File: src/rtl/dmem_arbiter_if.sv
// dmem_arbiter_if -- bus bundle for dmem_arbiter.
//
// Groups the three handshake ports of the arbiter:
//   core  : c_mem_read, c_mem_write, c_address, c_wdata -> c_rdata, c_stall
//   debug : d_req, d_we, d_addr, d_wdata                -> d_rdata, d_ack
//   memory: m_req, m_we, m_addr, m_wdata                <- m_rdata, m_ack
//   status: err_timeout
// Modport slave is the arbiter's view; modport master is the view of the
// surrounding core/debug/memory environment.
interface dmem_arbiter_if #(
    parameter int ADDR_W = 32,
    parameter int DATA_W = 32
);
    logic              c_mem_read;
    logic              c_mem_write;
    logic [ADDR_W-1:0] c_address;
    logic [DATA_W-1:0] c_wdata;
    logic [DATA_W-1:0] c_rdata;
    logic              c_stall;

    logic              d_req;
    logic              d_we;
    logic [ADDR_W-1:0] d_addr;
    logic [DATA_W-1:0] d_wdata;
    logic [DATA_W-1:0] d_rdata;
    logic              d_ack;

    logic              m_req;
    logic              m_we;
    logic [ADDR_W-1:0] m_addr;
    logic [DATA_W-1:0] m_wdata;
    logic [DATA_W-1:0] m_rdata;
    logic              m_ack;

    logic              err_timeout;

    modport slave (
        input  c_mem_read, c_mem_write, c_address, c_wdata,
        input  d_req, d_we, d_addr, d_wdata,
        input  m_rdata, m_ack,
        output c_rdata, c_stall, d_rdata, d_ack,
        output m_req, m_we, m_addr, m_wdata, err_timeout
    );

    modport master (
        output c_mem_read, c_mem_write, c_address, c_wdata,
        output d_req, d_we, d_addr, d_wdata,
        output m_rdata, m_ack,
        input  c_rdata, c_stall, d_rdata, d_ack,
        input  m_req, m_we, m_addr, m_wdata, err_timeout
    );
endinterface

File: src/rtl/dmem_arbiter.sv
// dmem_arbiter -- shares one data-memory port between the core load/store
// unit and a debug/DMA requester, with one-bit round-robin arbitration.
//
// Ports:
//   clk   : single clock, rising edge
//   reset : asynchronous active-low reset
//   bus   : dmem_arbiter_if.slave (core, debug, memory and status signals)
//
// Optional feature: define DMEM_ARB_TIMEOUT_EN to add a 4-bit wait counter
// that aborts an access after 16 busy cycles without m_ack, returns 0 as
// read data and sets the sticky err_timeout flag.
module dmem_arbiter #(
    parameter int ADDR_W = 32,
    parameter int DATA_W = 32
) (
    input  logic          clk,
    input  logic          reset,
    dmem_arbiter_if.slave bus
);
    typedef enum logic [2:0] {IDLE, BUSY_C, BUSY_D, DONE_C, DONE_D} state_t;

    state_t            state_q, state_d;
    logic              rr_q, rr_d;          // 0: core preferred, 1: debug preferred
    logic              m_req_q, m_req_d;
    logic              m_we_q, m_we_d;
    logic [ADDR_W-1:0] m_addr_q, m_addr_d;
    logic [DATA_W-1:0] m_wdata_q, m_wdata_d;
    logic [DATA_W-1:0] c_rdata_q, c_rdata_d;
    logic [DATA_W-1:0] d_rdata_q, d_rdata_d;

    logic c_any, grant_c, grant_d, timed_out, busy_end;

`ifdef DMEM_ARB_TIMEOUT_EN
    logic [3:0] wait_q, wait_d;
    logic       err_q, err_d;
    // wait_q counts busy cycles already spent without m_ack
    assign timed_out = ~bus.m_ack & (wait_q == 4'hF);
`else
    assign timed_out = 1'b0;
`endif

    assign c_any    = bus.c_mem_read | bus.c_mem_write;
    assign grant_c  = c_any & (~bus.d_req | ~rr_q);
    assign grant_d  = bus.d_req & ~grant_c;
    assign busy_end = bus.m_ack | timed_out;

    always_comb begin
        state_d   = state_q;
        rr_d      = rr_q;
        m_req_d   = m_req_q;
        m_we_d    = m_we_q;
        m_addr_d  = m_addr_q;
        m_wdata_d = m_wdata_q;
        c_rdata_d = c_rdata_q;
        d_rdata_d = d_rdata_q;
`ifdef DMEM_ARB_TIMEOUT_EN
        wait_d    = wait_q;
        err_d     = err_q;
`endif
        case (state_q)
            IDLE: begin
                if (grant_c) begin
                    state_d   = BUSY_C;
                    rr_d      = 1'b1;
                    m_req_d   = 1'b1;
                    m_we_d    = bus.c_mem_write;   // store wins over load
                    m_addr_d  = bus.c_address;
                    m_wdata_d = bus.c_wdata;
                end else if (grant_d) begin
                    state_d   = BUSY_D;
                    rr_d      = 1'b0;
                    m_req_d   = 1'b1;
                    m_we_d    = bus.d_we;
                    m_addr_d  = bus.d_addr;
                    m_wdata_d = bus.d_wdata;
                end
`ifdef DMEM_ARB_TIMEOUT_EN
                if (grant_c | grant_d) wait_d = '0;
`endif
            end
            BUSY_C, BUSY_D: begin
                if (busy_end) begin
                    m_req_d = 1'b0;
                    if (state_q == BUSY_C) begin
                        state_d = DONE_C;
                        if (timed_out)    c_rdata_d = '0;
                        else if (!m_we_q) c_rdata_d = bus.m_rdata;
                    end else begin
                        state_d = DONE_D;
                        if (timed_out)    d_rdata_d = '0;
                        else if (!m_we_q) d_rdata_d = bus.m_rdata;
                    end
`ifdef DMEM_ARB_TIMEOUT_EN
                    if (timed_out) err_d = 1'b1;
                end else begin
                    wait_d = wait_q + 4'd1;
`endif
                end
            end
            DONE_C, DONE_D: state_d = IDLE;
            default:        state_d = IDLE;
        endcase
    end

    always_ff @(posedge clk or negedge reset) begin
        if (!reset) begin
            state_q   <= IDLE;
            rr_q      <= 1'b0;
            m_req_q   <= 1'b0;
            m_we_q    <= 1'b0;
            m_addr_q  <= '0;
            m_wdata_q <= '0;
            c_rdata_q <= '0;
            d_rdata_q <= '0;
`ifdef DMEM_ARB_TIMEOUT_EN
            wait_q    <= '0;
            err_q     <= 1'b0;
`endif
        end else begin
            state_q   <= state_d;
            rr_q      <= rr_d;
            m_req_q   <= m_req_d;
            m_we_q    <= m_we_d;
            m_addr_q  <= m_addr_d;
            m_wdata_q <= m_wdata_d;
            c_rdata_q <= c_rdata_d;
            d_rdata_q <= d_rdata_d;
`ifdef DMEM_ARB_TIMEOUT_EN
            wait_q    <= wait_d;
            err_q     <= err_d;
`endif
        end
    end

    assign bus.m_req   = m_req_q;
    assign bus.m_we    = m_we_q;
    assign bus.m_addr  = m_addr_q;
    assign bus.m_wdata = m_wdata_q;
    assign bus.c_rdata = c_rdata_q;
    assign bus.d_rdata = d_rdata_q;
    assign bus.d_ack   = (state_q == DONE_D);
    // gated by reset so the core is released while the arbiter is held in reset
    assign bus.c_stall = reset & c_any & (state_q != DONE_C);
`ifdef DMEM_ARB_TIMEOUT_EN
    assign bus.err_timeout = err_q;
`else
    assign bus.err_timeout = 1'b0;
`endif
endmodule

File: src/flat_wrapper.sv
// flat-port wrapper written by rule: the top's interface ports become plain ports
module dmem_arbiter_flat 
#(
    parameter int ADDR_W = 32,
    parameter int DATA_W = 32
)
  (clk, reset, bus_c_mem_read, bus_c_mem_write, bus_c_address, bus_c_wdata, bus_d_req, bus_d_we, bus_d_addr, bus_d_wdata, bus_m_rdata, bus_m_ack, bus_c_rdata, bus_c_stall, bus_d_rdata, bus_d_ack, bus_m_req, bus_m_we, bus_m_addr, bus_m_wdata, bus_err_timeout);
  dmem_arbiter_if #(.ADDR_W(ADDR_W), .DATA_W(DATA_W)) bus_i ();
  input  logic clk;
  input  logic reset;
  input wire logic [$bits(bus_i.c_mem_read)-1:0] bus_c_mem_read;
  input wire logic [$bits(bus_i.c_mem_write)-1:0] bus_c_mem_write;
  input wire logic [$bits(bus_i.c_address)-1:0] bus_c_address;
  input wire logic [$bits(bus_i.c_wdata)-1:0] bus_c_wdata;
  input wire logic [$bits(bus_i.d_req)-1:0] bus_d_req;
  input wire logic [$bits(bus_i.d_we)-1:0] bus_d_we;
  input wire logic [$bits(bus_i.d_addr)-1:0] bus_d_addr;
  input wire logic [$bits(bus_i.d_wdata)-1:0] bus_d_wdata;
  input wire logic [$bits(bus_i.m_rdata)-1:0] bus_m_rdata;
  input wire logic [$bits(bus_i.m_ack)-1:0] bus_m_ack;
  output wire logic [$bits(bus_i.c_rdata)-1:0] bus_c_rdata;
  output wire logic [$bits(bus_i.c_stall)-1:0] bus_c_stall;
  output wire logic [$bits(bus_i.d_rdata)-1:0] bus_d_rdata;
  output wire logic [$bits(bus_i.d_ack)-1:0] bus_d_ack;
  output wire logic [$bits(bus_i.m_req)-1:0] bus_m_req;
  output wire logic [$bits(bus_i.m_we)-1:0] bus_m_we;
  output wire logic [$bits(bus_i.m_addr)-1:0] bus_m_addr;
  output wire logic [$bits(bus_i.m_wdata)-1:0] bus_m_wdata;
  output wire logic [$bits(bus_i.err_timeout)-1:0] bus_err_timeout;
  assign bus_i.c_mem_read = bus_c_mem_read;
  assign bus_i.c_mem_write = bus_c_mem_write;
  assign bus_i.c_address = bus_c_address;
  assign bus_i.c_wdata = bus_c_wdata;
  assign bus_i.d_req = bus_d_req;
  assign bus_i.d_we = bus_d_we;
  assign bus_i.d_addr = bus_d_addr;
  assign bus_i.d_wdata = bus_d_wdata;
  assign bus_i.m_rdata = bus_m_rdata;
  assign bus_i.m_ack = bus_m_ack;
  assign bus_c_rdata = bus_i.c_rdata;
  assign bus_c_stall = bus_i.c_stall;
  assign bus_d_rdata = bus_i.d_rdata;
  assign bus_d_ack = bus_i.d_ack;
  assign bus_m_req = bus_i.m_req;
  assign bus_m_we = bus_i.m_we;
  assign bus_m_addr = bus_i.m_addr;
  assign bus_m_wdata = bus_i.m_wdata;
  assign bus_err_timeout = bus_i.err_timeout;
  dmem_arbiter #(.ADDR_W(ADDR_W), .DATA_W(DATA_W)) u_core (.clk(clk), .reset(reset), .bus(bus_i));
endmodule
File: config.mk
export PLATFORM = sky130hd
export DESIGN_NAME = dmem_arbiter_flat
export DESIGN_NICKNAME = d
export VERILOG_FILES = /design/src/rtl/dmem_arbiter_if.sv /design/src/rtl/dmem_arbiter.sv /design/src/flat_wrapper.sv
export SDC_FILE = /design/constraint.sdc
export NUM_CORES = 1
export LEC_CHECK = 0
export ABC_AREA = 1
export CORE_ASPECT_RATIO = 1.2
export CORE_MARGIN = 5
export CORE_UTILIZATION = 38
export CTS_BUF_LIST = sky130_fd_sc_hd__clkbuf_2
export CTS_CLUSTER_DIAMETER = 150
export DETAILED_ROUTE_END_ITERATION = 12
export GPL_ROUTABILITY_DRIVEN = 0
export PLACE_DENSITY = 0.8
export SYNTH_ARGS = -nofsm -noshare
export SYNTH_HDL_FRONTEND = slang
export SYNTH_SLANG_ARGS = --single-unit
File: constraint.sdc
create_clock -name clk -period 1.4 [get_ports clk]
set_clock_uncertainty 0.15 [all_clocks]
set_input_delay 0.28 -clock clk [delete_from_list [all_inputs] [get_ports clk]]
set_output_delay 0.28 -clock clk [all_outputs]
set_load 0.1 [all_outputs]
; Word level (Yosys, flattened, before mapping)
; Index checks and enable logic that the tools add are counted.
[word_totals]
wordCells = 51
reg_bits = 134
out_inout_bits = 133
inputBits = 167
[classes]
n_eq_ne = 6
bitwise = 11
n_reduce_logical = 9
mux = 17
[ops]
columns = op, count
row1 = $mux W32, 4
row2 = $mux W3, 4
row3 = $reduce_and A4 Y1, 2
row4 = $mux W1, 7
row5 = $pmux W3 S2, 1
row6 = $not A1 Y1, 5
row7 = $and A1 B1 Y1, 4
row8 = $reduce_and A2 Y1, 2
row9 = $reduce_bool A2 Y1, 2
row10 = $eq A3 B1 Y1 const B, 1
row11 = $eq A3 B2 Y1 const B, 1
row12 = $eq A3 B3 Y1 const B, 1
row13 = $logic_not A3 Y1, 1
row14 = $ne A3 B1 Y1 const B, 1
row15 = $ne A3 B2 Y1 const B, 1
row16 = $reduce_and A3 Y1, 1
row17 = $ne A2 B2 Y1 const B, 1
row18 = $or A1 B1 Y1, 2
row19 = $pmux W1 S2, 1
row20 = $reduce_or A2 Y1, 1

; Depth between registers and ports, before layout
; Gate-level depths: netlist (run 1).
[depth]
ltp_word = 8
ltp_mapped = 10

; Worst setup path before layout (run 1)
; OpenSTA, ideal clock, no wires.
[synth_path]
path_kind = register to output
startpoint = register u_core.state_q[1]
endpoint = output bus_c_stall
setup_slack_ps = -1104
stages_incl_launch_ff = 2
t_required_ps = 970
arrival_ps = 2074
n_path_buf = 0
cell_sequence = dfrtp_1 -> a31oi_1
[synth_between]
elab_chain_len = 2
[synth_lines]
columns = item, line
row1 = "start, declared", dmem_arbiter.sv:22  ; state_t state_q, state_d;
row2 = "start signal, assigned", dmem_arbiter.sv:120  ; state_q <= state_d;
row3 = $ne A3 B2 Y1, dmem_arbiter.sv:143  ; assign bus.c_stall = reset & c_any & (state_q != DONE_C);
row4 = $and A1 B1 Y1, dmem_arbiter.sv:143
row5 = "end, declared", flat_wrapper.sv:22  ; output wire logic [$bits(bus_i.c_stall)-1:0] bus_c_stall;
; No other way between the ends.

; Worst setup path in the final report (run 1)
[layout_path]
startpoint = register u_core.state_q[1]
endpoint = output bus_d_ack
[layout_between]
elab_chain_len = 1
[layout_lines]
columns = item, line
row1 = $eq A3 B3 Y1, dmem_arbiter.sv:141  ; assign bus.d_ack = (state_q == DONE_D);
row2 = "end, declared", flat_wrapper.sv:24  ; output wire logic [$bits(bus_i.d_ack)-1:0] bus_d_ack;
; No other way between the ends.

==> key figures, run 1 <==
Critical path
  • Highest-delay cell along the critical path: dfrtp_1
  • CP Data Required Time: 0.97 ns
  • Top cell family by delay on the critical path: flip-flops
  • Crit start category: register
  • Crit-path cells: inv_2 > nand2_2 > nor2_4 > buf_12
  • Critical Path Sink Type: output pin
  • CP arrival: 1.73 ns
  • Crit path max fanout: 3
  • Critical path type: reg -> out
  • CP max stage delay: 0.48 ns
  • WP buf/inv: 2

Logic synthesis
  • Post-synthesis sequential area ratio: 56.26%
  • Synth cell types: 20
  • Synth area leaders: dfrtp_1 56%, nand2_1 30%, o21ai_1 4.2%
  • Adder-Cell Fraction of Synth Area: 0%
  • Synth Cell Area: 5961 sq um
  • Syn Area/Cell: 7.711 sq um
  • Mapped Nets: 940
  • Post-Synth XOR/XNOR Area: 0%
  • Largest family of logic cells by synthesized area: simple AND/OR/NAND/NOR gates
  • Yosys warns: 0
  • Post-synthesis cell count: 773
  • Synth Area in Simple Gates: 31.23%
  • Mux cell area share after synthesis: 0%
  • Largest area contributor in the netlist: dfrtp_1
  • Synth top area share: 56.26%
  • Complex-gate fraction of the synthesized area: 5.563%
  • #FFs+latches synth: 134

STA
  • Pins Over Slew Limit: 0
  • Fmax: 0.4626 GHz
  • Fin crit period: 2.162 ns
  • Final Cycle Share: 154.4%
  • Final hold slack: -0.002331 ns
  • Final worst slack: -0.7617 ns
  • Count of final setup violators: 266
  • Slew headroom: 51.20%
  • Final Hold Viols: 1
  • RSZ-0062 raised after global routing: true
  • Slew at the pin closest to its max-slew limit: 0.7320 ns

Floorplanning
  • # rows: 50
  • Vert. Die Dim: 147.2 um
  • Initial Utilization: 38.42%
  • Die Wd: 124.3 um
  • Core footprint: 15510 sq um
  • Num ports: 300
  • Die ar.: 18300 sq um

GRT
  • GRT Overall Usage: 29.46%
  • Initial antenna violation count: 3
  • GR Overflow Total: 0
  • First-pass GRT wire length: 42390 um
  • Vias in the first global route: 7781
  • Largest net degree at the start of global routing: 135

Clock network
  • Clock transition at path regs: 0.23 ns
  • CTS buffer count: 17
  • CTS root buffer: clkbuf_2
  • Clock Latency Late Sink: 0.76 ns
  • H-tree depth: 4
  • CTS tree: yes
  • Clock Path Buffers: 2
  • CTS Sinks: 134

Final layout
  • Commonest non-fill, non-tap cell in the layout: nand2_1
  • Layout cells sized above 1: 27.55%
  • Filler Cell Count: 722
  • Final Util: 85.16%
  • Final Non-Filler Cells: 1474
  • Finished Cell Area: 13210 sq um
  • # nets final: 1417
  • Area Growth Syn to Fin: 121.7%
  • Commonest cells after routing, fill and taps aside: 439 x nand2_1, 165 x clkdlybuf4s50_1, 146 x buf_12

Worst hold path
  • Hold Path Class: in -> reg

Drt
  • WL final: 31780 um
  • Drt drc: 0
  • DR iter-0 viols: 601
  • Mean routed wirelength per cell: 21.56 um
  • Drt pass-1 iters: 6
  • Final ANT Viol Nets: 0
  • Vias per cell: 5.193
  • Vias: 7654

Place
  • Place WS: -0.5443 ns
  • Placed cells: 1265
  • Cell area after placement: 10660 sq um
  • PortBufs: 298
  • Post-detailed-placement half-perimeter wirelength: 16130 um

Job
  • Max cap viols: 0

Status
  • Failing checks: hold timing, setup timing
  • Status: finished with violations
## layout make-up
| class | instances | area, sq um | share of cell area [%] |
|---|---|---|---|
| inverter | 43 | 168.9 | 1.278 |
| timing repair buffer | 498 | 6606 | 50.00 |
| tap | 208 | 260.3 | 1.970 |
| clock inverter | 14 | 135.1 | 1.023 |
| multi-input combinational | 556 | 2575 | 19.49 |
| antenna | 3 | 7.507 | 0.05682 |
| clock buffer | 18 | 90.09 | 0.6818 |
| sequential | 134 | 3369 | 25.50 |
## sequential cells by signal, indices dropped and copies added (netlist names)
| signal | count |
|---|---|
| u_core.bus.m_wdata | 32 |
| u_core.bus.m_addr | 32 |
| u_core.bus.m_req | 1 |
| u_core.rr_q | 1 |
| u_core.bus.c_rdata | 32 |
| u_core.bus.m_we | 1 |
| u_core.bus.d_rdata | 32 |
| u_core.state_q | 3 |
## metal layers
metal,global-route usage (%),part of all wire (%),up-vias
met5,0,0,-
met3,6.873,6.6,158
met2,52.79,53,479
met1,30.99,34,3708
li1,-,-,3309
met4,18.70,6.9,0
## final timing paths
check | from | to | slack (ns) | cells past startpoint
min in group asynchronous | reset | u_core.bus.m_wdata[1] | 0.03 | 3
worst min-delay path | bus_c_address[18] | u_core.bus.m_addr[18] | -0.002 | 5
worst min register to register | u_core.rr_q | u_core.rr_q | 0.41 | 2
worst max-delay path | u_core.state_q[1] | bus_d_ack | -0.76 | 4
worst max register to register | u_core.state_q[1] | u_core.bus.m_addr[29] | -0.41 | 9
max in group asynchronous | reset | u_core.bus.c_rdata[16] | 0.46 | 3
## synth_stat cells
| cell | count |
|---|---|
| nor2_2 | 1 |
| clkbuf_1 | 9 |
| conb_1 | 1 |
| nand3_2 | 1 |
| buf_2 | 13 |
| buf_6 | 3 |
| nand2_1 | 473 |
| nand4_2 | 1 |
| nor3_2 | 1 |
| o21ai_1 | 50 |
| a31oi_1 | 1 |
| nand4_1 | 1 |
| buf_1 | 1 |
| nor2_1 | 7 |
| buf_4 | 15 |
| nand3_1 | 3 |
| inv_1 | 36 |
| o21ai_0 | 15 |
| dfrtp_1 | 134 |
| inv_2 | 7 |
## metrics by stage
| stage | hold WS (ns) | TNS, ns |
|---|---|---|
| 3_3_place_gp | 0.3147 | -48.31 |
| 2_1_floorplan | -0.1656 | -6.351 |
| 6_report | -0.002331 | -92.80 |
| 4_1_cts | 0.001328 | -82.43 |
| 5_1_grt | -0.02188 | -109.04 |
| 3_5_place_dp | 0.3201 | -53.09 |
## cell families after synthesis
family / after synthesis
simple gates: 488
flops: 134
buf+inv: 84
compound gates: 66
other cells: 1
## worst reg2reg max path, stage by stage, from the launching register on
cell and delay [ns]:
dfrtp_1 0.48, inv_2 0.09, buf_6 0.14, nand3_4 0.09, nor2_4 0.13, buf_6 0.14, buf_4 0.14, bufbuf_16 0.26
nand2_1 0.07, nand2_1 0.07
## what timing repair did
item / in CTS / in global routing
setup endpoints to repair: 228 / 265
hold buffers: 87 / 11
buffers inserted: 33 / 22
cloned: 11 / 11
endpoints found under the hold margin: 233 / 9
gates resized for setup: 15 / 98
pin swaps: 2 / 3
Power of run 1 is not shown: default switching activity piles up to over one toggle a cycle in this logic, so the estimate is an artifact.
==> run 2, diff against run 1 <==
--- a/config.mk
+++ b/config.mk
@@ -14,6 +14,7 @@
 export DETAILED_ROUTE_END_ITERATION = 12
 export GPL_ROUTABILITY_DRIVEN = 0
 export PLACE_DENSITY = 0.8
+export SKIP_LAST_GASP = 1
 export SYNTH_ARGS = -nofsm -noshare
 export SYNTH_HDL_FRONTEND = slang
 export SYNTH_SLANG_ARGS = --single-unit
==> key figures, run 2 (synthesis results as in run 1) <==
Status
  • Status: finished with violations
  • Failing checks: setup timing

STA
  • Slew at the pin closest to its max-slew limit: 0.7318 ns
  • Final worst slack: -0.7176 ns
  • Count of final setup violators: 266
  • Final hold slack: 0.03696 ns
  • Final Cycle Share: 151.3%
  • Slew headroom: 51.21%
  • Final Hold Viols: 0
  • RSZ-0062 raised after global routing: true
  • Fmax: 0.4722 GHz
  • Pins Over Slew Limit: 0
  • Fin crit period: 2.118 ns

Critical path
  • Crit path max fanout: 3
  • CP max stage delay: 0.48 ns
  • Top cell family by delay on the critical path: flip-flops
  • Worst reg2reg path depth: 9
  • Highest-delay cell along the critical path: dfrtp_2
  • WP buf/inv: 2
  • CP arrival: 1.69 ns
  • FF-to-FF End: u_core.bus.m_addr[29]
  • CP Data Required Time: 0.97 ns
  • Critical Path Sink Type: output pin
  • Worst r2r src: u_core.state_q[2]
  • R2R Setup Slk: -0.40 ns
  • Crit start category: register
  • Worst Setup SP: u_core.state_q[0]
  • Critical path type: reg -> out
  • Crit-path cells: inv_2 > nand2_2 > nor2_4 > buf_12

Final layout
  • Commonest non-fill, non-tap cell in the layout: nand2_1
  • Area Growth Syn to Fin: 121.4%
  • Layout cells sized above 1: 26.76%
  • # nets final: 1417
  • Commonest cells after routing, fill and taps aside: 440 x nand2_1, 165 x clkdlybuf4s50_1, 146 x buf_12

Place
  • Place WS: -0.5443 ns
  • PortBufs: 298
  • Post-detailed-placement half-perimeter wirelength: 16130 um

Drt
  • Final ANT Viol Nets: 0
  • WL final: 31790 um
  • Drt drc: 0
  • Mean routed wirelength per cell: 21.56 um
  • DR iter-0 viols: 573
  • Vias per cell: 5.226
  • Drt pass-1 iters: 7
  • Vias: 7709

GRT
  • Vias in the first global route: 7781
  • Largest net degree at the start of global routing: 135
  • GR Util met2: 52.79%
  • Initial antenna violation count: 4
  • GR Overflow Total: 0
  • First-pass GRT wire length: 42390 um
  • GR peak layer: met2
  • Global routing usage on met1: 30.99%
  • GRT Overall Usage: 29.46%
  • Global routing met3 resource utilization: 6.873%

Floorplanning
  • Vert. Die Dim: 147.2 um
  • # rows: 50
  • Num ports: 300
  • Initial Utilization: 38.42%
  • Core footprint: 15510 sq um
  • Die Wd: 124.3 um
  • Die ar.: 18300 sq um

Clock network
  • Clock transition at path regs: 0.22 ns
  • Clock Path Buffers: 2
  • CTS buffer count: 17
  • H-tree depth: 4
  • CTS Sinks: 134
  • Clock Latency Late Sink: 0.73 ns
  • CTS tree: yes
  • CTS root buffer: clkbuf_2

Worst hold path
  • Worst Hold Path Cells: 5
  • Origin of the worst min-delay path: bus_c_address[18]
  • WHS Endpoint: u_core.bus.m_addr[18]
  • Hold Path Class: in -> reg

Job
  • Max cap viols: 0
run 2: cell types whose count changed in the layout (fill, tap and decap cells not counted):
cell     before  now
nand2_2      13   12
o21ai_1      42   43
dfrtp_2      10    2
dfrtp_1     123  131
o21ai_2      21   20
nand2_1     439  440
diode_2       3    4
run 2: what timing repair did:
item / 4_1_cts / 5_1_grt
gates cloned: 11 / 11
hold endpoints to repair: 233 / 9
buffers inserted: 33 / 22
pin swaps: 2 / 3
resized for setup: 15 / 88
setup endpoints to repair: 228 / 265
hold buffers: 87 / 11
run 2: routing by layer:
layer,up-vias,part of all wire (%)
met5,-,0
met4,0,7.4
met2,512,53
li1,3310,-
met1,3719,33
met3,168,6.6
run 2: how the worst max path moves through the flow:
stage                                  endpoint  slack, ns  cells after the start
after floorplan                       bus_d_ack      -0.17                      3
after global placement    u_core.bus.m_addr[23]      -0.49                      9
after detailed placement  u_core.bus.m_addr[24]      -0.54                      9
after CTS                             bus_d_ack      -0.76                      4
after global routing                  bus_d_ack      -0.84                      4
final                                 bus_d_ack      -0.72                      4
run 2: cell type report:
| class | instances | area, sq um |
|---|---|---|
| flip-flops and latches | 134 | 3359 |
| repair buffers | 498 | 6606 |
| multi-input cells | 556 | 2569 |
| fillers | 726 | 2316 |
| inverters | 43 | 168.9 |
| well taps | 208 | 260.3 |
| clock buffers | 18 | 90.09 |
| clock inverters | 14 | 135.1 |
| diodes | 4 | 10.01 |
run 2: through the flow:
stage          utilization (%)  instance area, sq um  cells  setup TNS (ns)
3_5_place_dp             68.69                 10660   1265          -53.09
6_report                 85.07                 13200   1475          -88.90
3_3_place_gp             68.69                 10660   1265          -48.31
4_1_cts                  79.73                 12370   1428          -82.43
5_1_grt                  85.07                 13200   1475         -108.17
2_1_floorplan                -                  6082    773          -6.351
run 2: tightest hold or removal path, delay by kind of cell:
family | cells | cell delay, ns
and+or+nand+nor | 4 | 0.22
buffers and inverters | 1 | 0.41
Power of run 2 is left out for the same reason.
==> run 3, diff against run 2 <==
--- a/config.mk
+++ b/config.mk
@@ -13,7 +13,8 @@
 export CTS_CLUSTER_DIAMETER = 150
 export DETAILED_ROUTE_END_ITERATION = 12
 export GPL_ROUTABILITY_DRIVEN = 0
-export PLACE_DENSITY = 0.8
+export PLACE_DENSITY = 0.84
+export SETUP_SLACK_MARGIN = 0.5
 export SKIP_LAST_GASP = 1
 export SYNTH_ARGS = -nofsm -noshare
 export SYNTH_HDL_FRONTEND = slang
==> key figures, run 3 (synthesis results as in run 1) <==
Drt
  • Vias per cell: 5.107
  • Drt pass-1 iters: 7
  • DR iter-0 viols: 530
  • Mean routed wirelength per cell: 22.12 um
  • Final ANT Viol Nets: 0
  • WL final: 31120 um
  • Vias: 7185
  • Drt drc: 0

Floorplanning
  • Vert. Die Dim: 147.2 um
  • Die ar.: 18300 sq um
  • Num ports: 300
  • Initial Utilization: 38.42%
  • Core footprint: 15510 sq um
  • # rows: 50
  • Die Wd: 124.3 um

Job
  • Max cap viols: 0

Place
  • Post-detailed-placement half-perimeter wirelength: 16630 um
  • PortBufs: 298

Critical path
  • R2R Setup Slk: -0.32 ns
  • Crit path max fanout: 3
  • Worst reg2reg path depth: 9
  • Critical Path Sink Type: output pin
  • CP Data Required Time: 0.97 ns
  • FF-to-FF End: u_core.bus.m_addr[5]
  • CP arrival: 1.68 ns
  • Crit start category: register
  • Critical path type: reg -> out
  • Worst r2r src: u_core.state_q[2]

Worst hold path
  • Hold Path Class: in -> reg
  • Worst Hold Path Cells: 3
  • Origin of the worst min-delay path: bus_m_rdata[1]
  • WHS Endpoint: u_core.bus.c_rdata[1]

Clock network
  • CTS buffer count: 17
  • Clock transition at path regs: 0.27 ns
  • Clock Latency Late Sink: 0.72 ns
  • CTS tree: yes
  • CTS root buffer: clkbuf_2
  • Clock Path Buffers: 2
  • H-tree depth: 4
  • Cts hold-fix bufs: 51
  • CTS Sinks: 134

Final layout
  • # nets final: 1352
  • Commonest cells after routing, fill and taps aside: 438 x nand2_1, 165 x clkdlybuf4s50_1, 149 x buf_12
  • Layout cells sized above 1: 38.90%
  • Area Growth Syn to Fin: 124.1%
  • Commonest non-fill, non-tap cell in the layout: nand2_1

STA
  • Pins Over Slew Limit: 0
  • Final hold slack: -0.05199 ns
  • Fmax: 0.4740 GHz
  • Final Cycle Share: 150.7%
  • RSZ-0062 raised after global routing: true
  • Count of final setup violators: 266
  • Fin crit period: 2.110 ns
  • Final Hold Viols: 12
  • Final worst slack: -0.7099 ns

GRT
  • GR Overflow Total: 0
  • Vias in the first global route: 7800
  • GRT Overall Usage: 30.44%
  • Initial antenna violation count: 3
  • Largest net degree at the start of global routing: 50
  • First-pass GRT wire length: 43320 um

Status
  • Status: finished with violations
  • Failing checks: hold timing, setup timing
## run 3: changes by cell type in the layout (fill, tap and decap cells not counted), moves of 4 or more
cell and change:
bufbuf_16 +4, o21ai_4 +4, dfrtp_4 +129, buf_16 +4
dfrtp_1 -128, nand2_4 +5, buf_4 -25, dlygate4sd3_1 -47
o21ai_2 +9, o21ai_1 -13
## run 3: repair_timing
item                                    in CTS  in global routing
endpoints found under the setup margin     266                269
hold endpoints to repair                   259                 79
cloned                                      18                  4
pin swaps                                    4                 10
buffers inserted                            26                  8
resized for setup                           31                 97
## run 3: how the worst max path moves through the flow
stage                     cells after the start  slack, ns         startpoint                      to
final                                         5      -0.71  u_core.state_q[0]               bus_d_ack
after global routing                          5      -0.83  u_core.state_q[0]               bus_d_ack
after CTS                                     3      -0.77  u_core.state_q[0]             bus_c_stall
after detailed placement                      9      -0.47    bus_c_mem_write    u_core.bus.m_addr[0]
after global placement                        9      -0.43     bus_c_mem_read  u_core.bus.m_wdata[16]
after floorplan                               3      -0.16  u_core.state_q[1]               bus_d_ack
## run 3: layer usage
layer	vias to the layer above	share of wire [%]	GRT usage, %	routed length [um]
met5	-	0.087	0	27
met4	4	5.3	14.36	1642
met3	122	7.7	7.345	2385
met2	426	53	55.84	16360
met1	3450	34	32.85	10710
li1	3183	-	-	-
## run 3: cell type report
cell class / count / area, sq um
Antenna cell: 1 / 2.502
Clock buffer: 17 / 85.08
Clock inverter: 15 / 177.7
Fill cell: 693 / 2160
Inverter: 43 / 168.9
Multi-Input combinational cell: 555 / 2638
Sequential cell: 134 / 3842
Tap cell: 208 / 260.3
Timing Repair Buffer: 434 / 6181
## run 3: critical path, cell delays in order (launching register included)
cell     delay (ns)
dfrtp_2        0.46
inv_2          0.08
buf_6          0.11
nand2_4        0.05
nor2_4         0.10
buf_12         0.18
## run 3: through the flow
step | instances | setup TNS (ns) | area, sq um | util, % | worst slack [ns]
finish | 1407 | -94.10 | 13360 | 86.08 | -0.7099
global route | 1407 | -118.79 | 13360 | 86.08 | -0.8311
CTS | 1394 | -102.34 | 12840 | 82.79 | -0.7745
detailed placement | 1267 | -53.32 | 11220 | 72.29 | -0.4656
global placement | 1267 | -49.71 | 11220 | 72.29 | -0.4263
floorplan | 773 | -6.907 | 6625 | - | -0.1612
Power of run 3 is left out for the same reason.
